--- src/rtl/m1rstctl.sv ---
// m1rstctl: reset request controller.
// Collects three reset sources (debounced pushbutton, keyed software write,
// lockable watchdog) and turns any of them into a fixed-width trigger_reset
// pulse for the clock/reset generator. A sticky cause register survives
// sys_rst so boot firmware can tell why the system restarted.
//
// CSR bus: csr_we is a one-cycle write strobe that takes effect at the edge
// where it is high; there is no read strobe, csr_do always returns the
// register addressed by csr_a in the previous cycle.
module m1rstctl #(
  parameter int unsigned debounce_cycles = 1000000,
  parameter int unsigned pulse_len       = 16,
  parameter logic [31:0] soft_key        = 32'hB007B007
) (
  input  logic        sys_clk,
  input  logic        sys_rst,
  input  logic        btn_reset_pad,
  input  logic [1:0]  csr_a,
  input  logic        csr_we,
  input  logic [31:0] csr_di,
  output logic [31:0] csr_do,
  output logic        trigger_reset
);

  localparam int DW = $clog2(debounce_cycles + 1);
  localparam int PW = (pulse_len > 1) ? $clog2(pulse_len) : 1;
  // The press event fires in the cycle the counter steps onto debounce_cycles.
  localparam logic [DW-1:0] deb_fire   = DW'(debounce_cycles - 1);
  localparam logic [DW-1:0] deb_max    = DW'(debounce_cycles);
  localparam logic [PW-1:0] pulse_last = PW'(pulse_len - 1);

  typedef enum logic {
    IDLE  = 1'b0,
    PULSE = 1'b1
  } state_t;

  // Button path
  logic          btn_s1;
  logic          btn_s2;
  logic [DW-1:0] deb_cnt;

  // Watchdog
  logic [31:0] wd_reload;
  logic        wd_en;
  logic [31:0] wd_cnt;

  // Cause register {soft, watchdog, button}; starts from the configuration
  // INIT value and is deliberately left out of sys_rst.
  logic [2:0] cause = 3'b000;

  // Pulse FSM
  state_t        state;
  logic [PW-1:0] pulse_cnt;

  // CSR write decode
  logic wr_soft;
  logic wr_reload;
  logic wr_ctrl;
  logic wr_cause;

  assign wr_soft   = csr_we && (csr_a == 2'd0);
  assign wr_reload = csr_we && (csr_a == 2'd1);
  assign wr_ctrl   = csr_we && (csr_a == 2'd2);
  assign wr_cause  = csr_we && (csr_a == 2'd3);

  // Event sources; all are held off while sys_rst is clearing their state.
  logic       soft_ev;
  logic       wd_ev;
  logic       btn_ev;
  logic [2:0] events;
  logic       any_ev;
  logic [2:0] cause_clr;

  assign soft_ev   = wr_soft && (csr_di == soft_key);
  assign wd_ev     = wd_en && (wd_cnt == 32'd0);
  assign btn_ev    = btn_s2 && (deb_cnt == deb_fire);
  assign events    = {soft_ev, wd_ev, btn_ev} & {3{~sys_rst}};
  assign any_ev    = |events;
  assign cause_clr = wr_cause ? csr_di[2:0] : 3'b000;

  // Synchronize the pad and count how long it has been stably high.
  always_ff @(posedge sys_clk) begin
    if (sys_rst) begin
      btn_s1  <= 1'b0;
      btn_s2  <= 1'b0;
      deb_cnt <= '0;
    end else begin
      btn_s1 <= btn_reset_pad;
      btn_s2 <= btn_s1;
      if (!btn_s2) begin
        deb_cnt <= '0;
      end else if (deb_cnt != deb_max) begin
        // Saturating at deb_max keeps a long press from firing twice.
        deb_cnt <= deb_cnt + DW'(1);
      end
    end
  end

  // Watchdog reload register, locked enable and down-counter.
  always_ff @(posedge sys_clk) begin
    if (sys_rst) begin
      wd_reload <= 32'hFFFFFFFF;
      wd_en     <= 1'b0;
      wd_cnt    <= 32'd0;
    end else begin
      if (wr_reload) begin
        wd_reload <= csr_di;
      end
      if (wr_ctrl && csr_di[0]) begin
        wd_en <= 1'b1;
      end
      // Enabling write or a kick while enabled reloads; otherwise count down.
      if (wr_ctrl && (csr_di[0] || (csr_di[1] && wd_en))) begin
        wd_cnt <= wd_reload;
      end else if (wd_en && (wd_cnt != 32'd0)) begin
        wd_cnt <= wd_cnt - 32'd1;
      end
    end
  end

  // Sticky cause bits: a new event beats a simultaneous write-1-to-clear.
  always_ff @(posedge sys_clk) begin
    cause <= (cause & ~cause_clr) | events;
  end

  // Fixed-length trigger pulse; events during a pulse do not extend it.
  always_ff @(posedge sys_clk) begin
    if (sys_rst) begin
      state         <= IDLE;
      pulse_cnt     <= '0;
      trigger_reset <= 1'b0;
    end else begin
      case (state)
        IDLE: begin
          if (any_ev) begin
            state         <= PULSE;
            pulse_cnt     <= pulse_last;
            trigger_reset <= 1'b1;
          end
        end
        PULSE: begin
          if (pulse_cnt == '0) begin
            state         <= IDLE;
            trigger_reset <= 1'b0;
          end else begin
            pulse_cnt <= pulse_cnt - PW'(1);
          end
        end
        default: begin
          state         <= IDLE;
          trigger_reset <= 1'b0;
        end
      endcase
    end
  end

  // Registered read mux with one cycle of latency.
  always_ff @(posedge sys_clk) begin
    if (sys_rst) begin
      csr_do <= 32'd0;
    end else begin
      case (csr_a)
        2'd0:    csr_do <= 32'd0;
        2'd1:    csr_do <= wd_reload;
        2'd2:    csr_do <= {30'd0, 1'b0, wd_en};
        default: csr_do <= {29'd0, cause};
      endcase
    end
  end

endmodule

--- config.mk ---
export PLATFORM = sky130hd
export DESIGN_NAME = m1rstctl
export DESIGN_NICKNAME = d
export VERILOG_FILES = /design/src/rtl/m1rstctl.sv
export SDC_FILE = /design/constraint.sdc
export NUM_CORES = 1
export LEC_CHECK = 0
export ABC_AREA = 1
export BUFFER_PORTS_ARGS = -buffer_cell sky130_fd_sc_hd__buf_2
export CELL_PAD_IN_SITES_DETAIL_PLACEMENT = 2
export CELL_PAD_IN_SITES_GLOBAL_PLACEMENT = 2
export CORE_ASPECT_RATIO = 1.5
export CORE_MARGIN = 1.5
export CORE_UTILIZATION = 36
export CTS_BUF_LIST = sky130_fd_sc_hd__clkbuf_8
export CTS_CLUSTER_SIZE = 8
export DETAILED_ROUTE_END_ITERATION = 6
export PLACE_DENSITY = 0.91
export SYNTH_ARGS = -nofsm -noshare
export SYNTH_HDL_FRONTEND = slang
export SYNTH_SLANG_ARGS = --single-unit
--- constraint.sdc ---
create_clock -name sys_clk -period 4.75 [get_ports sys_clk]
set_input_delay 0.95 -clock sys_clk [delete_from_list [all_inputs] [get_ports sys_clk]]
set_output_delay 0.95 -clock sys_clk [all_outputs]
set_load 0.05 [all_outputs]
==> impl_metrics.env <==
export IMPL_slew_viol_final=0
export IMPL_synth_most_common_cell="nand2_1"
export IMPL_relSlewSlack=0.254
export IMPL_drtAntennaViolNets=0
export IMPL_htreeDepth=4
export IMPL_finalCritPeriodShare=0.679
export IMPL_status="completed"
export IMPL_worstPathCellList="buf_2 -> inv_1 -> nor2_1 -> inv_1 -> nor2_4 -> buf_4 -> inv_1 -> nand2_1 -> o211ai_1"
export IMPL_worst_path_max_delay_cell="inv_1"
export IMPL_cp_required_ns=5.07
export IMPL_cts_setup_buffers=0
export IMPL_fin_skew_ns=0.0154
export IMPL_finalHoldViolCount=0
export IMPL_synth_edf_count=0
export IMPL_fmax_mhz=310
export IMPL_cts_root_buffer="clkbuf_8"
export IMPL_r2r_end="wd_cnt[3]"
export IMPL_cp_max_fo=35
export IMPL_drtIter0Drc=338
export IMPL_drive_gt1_frac=0.141
export IMPL_r2r_start="wd_en"
export IMPL_die_area_um2=17200
export IMPL_gp_congestion=0.815
export IMPL_tightest_slew_ns=1.12
export IMPL_wl_per_cell_um=22.5
export IMPL_max_stage_delay_ns=0.54
export IMPL_fin_crit_ns=3.22
export IMPL_synth_top_area_frac=0.434
export IMPL_via_per_inst=5.46
export IMPL_cts_buffers=17
export IMPL_start_util=0.366
export IMPL_die_height_um=160
export IMPL_min_to="btn_s2"
export IMPL_ir_drop_mv=0.206
export IMPL_fin_tns_setup_ns=0
export IMPL_avgSynthCellArea_um2=6.99
export IMPL_min_path_type="flip-flop to flip-flop"
export IMPL_cts_sinks=128
export IMPL_synth_area_leaders="dfxtp_1 (43%), nand2_1 (15%), nor2_1 (8.3%), inv_1 (4.9%), nand3_1 (4.2%)"
export IMPL_cts_path_max_buffers=2
export IMPL_hpwl_um=16200
export IMPL_synth_nets=888
export IMPL_critical_path_startpoint_type="primary input"
export IMPL_yosysWarnings=0
export IMPL_setup_viol=0
export IMPL_syn2layout_area_growth_pct=14.6
export IMPL_cp_common_cell="inv_1"
export IMPL_synth_common_cells="nand2_1 (234), nor2_1 (131), dfxtp_1 (128), inv_1 (77), nand3_1 (50)"
export IMPL_cp_end_kind="flip-flop"
export IMPL_fin_area_um2=6770
export IMPL_antenna_found_initial=0
export IMPL_async_reset_ff_frac=0
export IMPL_power_density_nw_per_um2=395
export IMPL_pin_count=71
export IMPL_clk_latency_ns=0.49
export IMPL_rsz0062_at_grt="no"
export IMPL_r2r_slack_ns=1.92
export IMPL_dpl_cell_area_um2=6400
export IMPL_portBuffers=70
export IMPL_vias=6164
export IMPL_grt_max_degree=59
export IMPL_p_leak_nw=3.10
export IMPL_fin_nets=952
export IMPL_track_usage=0.309
export IMPL_wl_um=25400
export IMPL_crit_start="csr_a[0]"
export IMPL_ys_seq_area_frac=0.434
export IMPL_arrival_ns=3.54
export IMPL_cap_violations=0
export IMPL_grt_pass1_wl_um=39700
export IMPL_postCtsHoldBufs=0
export IMPL_cts_resized_gates=0
export IMPL_ys_ff_latch=128
export IMPL_holdPathStages=2
export IMPL_path_class="primary input to flip-flop"
export IMPL_synth_cell_type_count=34
export IMPL_overflow=0
export IMPL_grt_pass1_vias=7057
export IMPL_r2r_cells=7
export IMPL_hold_ws_ns=0.443
export IMPL_synth_area_um2=5910
export IMPL_die_w_um=108
export IMPL_drc=0
export IMPL_clk_pin_slew_ns=0.09
export IMPL_placeableCoreArea_um2=16100
export IMPL_syn_inst=845
export IMPL_firstDrtPassIters=4
export IMPL_min_from="btn_s1"
export IMPL_ys_flop_type="dfxtp_1"
export IMPL_synth_top_cell_by_area="dfxtp_1"
export IMPL_rows=57
export IMPL_antenna_cells=0
export IMPL_cts_tree="yes"
-- layout make-up --
type,count,area [µm²]
clock buffer,18,248
tap,206,258
fill,1935,9350
clock inverter,14,120
inverter,80,303
sequential,128,2560
multi-input combinational,609,2900
timing repair buffer,73,373
-- critical path: cells and delay by family --
kind,cells,cell delay (ns)
AOI/OAI and AO/OA,1,0.16
buffers and inverters,5,1.68
and+or+nand+nor,3,0.73
-- power breakdown --
group	switching (W)	internal (W)	total, W
sequential	0.0000476	0.00112	0.00117
combinational	0.000414	0.000161	0.000576
clock	0.000504	0.000425	0.000929
total	0.000966	0.00171	0.00267
-- worst max path at each step --
stage / endpoint / cells past startpoint / slack [ns]
final: wd_reload[27] / 9 / 1.53
after floorplan: wd_cnt[6] / 8 / 2.75
after global routing: wd_reload[27] / 9 / 1.30
after detailed placement: wd_reload[27] / 9 / 1.22
after global placement: wd_reload[24] / 9 / 1.46
after CTS: wd_reload[27] / 9 / 1.56
-- cells in the final DEF, fill, tap and decap left out, drive strengths merged --
master    instances
nand4            13
a21oi            39
o21ai            33
nor2            143
clkbuf           18
buf              73
nor4              1
nand2           241
or3               1
ha                5
inv              85
clkinvlp          4
o22ai             1
xnor2            10
bufinv            1
nand3b            2
dfxtp           128
nand3            50
or2               4
xor2             12
clkinv            4
o211ai           16
a31oi            19
nor3             19
-- kinds of logic (layout without fill, tap and decap cells) --
kind of cell             count (synthesis)  count (layout)  synth area share
AND/OR/NAND/NOR                        474             474             0.346
flip-flops                             128             128             0.434
AO/OA/AOI/OAI                          108             108             0.103
buffers and inverters                  108             185            0.0748
XOR/XNOR                                22              22            0.0326
adder cells (fa/ha/maj)                  5               5            0.0106
-- routing by layer --
layer,vias to the layer above,share of wire,track usage
li1,2844,-,-
met1,3043,0.37,0.319
met2,181,0.54,0.561
met3,96,0.033,0.0527
met4,0,0.060,0.202
met5,-,0,0
-- state kept, by name, summed over array words and instances, names as in the netlist --
| register | count |
|---|---|
| state | 1 |
| pulse_cnt | 4 |
| wd_en | 1 |
| btn_s1 | 1 |
| trigger_reset | 1 |
| deb_cnt | 20 |
| wd_cnt | 32 |
| btn_s2 | 1 |
| cause | 3 |
| wd_reload | 32 |
| csr_do | 32 |
-- through the flow --
step                      setup slack, ns  instances  utilization  power, W
after CTS                            1.56       1128        0.420   0.00268
after detailed placement             1.22       1096        0.397   0.00171
final                                1.53       1128        0.420   0.00267
after global routing                 1.30       1128        0.420   0.00278
after global placement               1.46       1096        0.397   0.00168
after floorplan                      2.75        845            -   0.00155
Note: power is estimated with default switching activity, not from simulation.
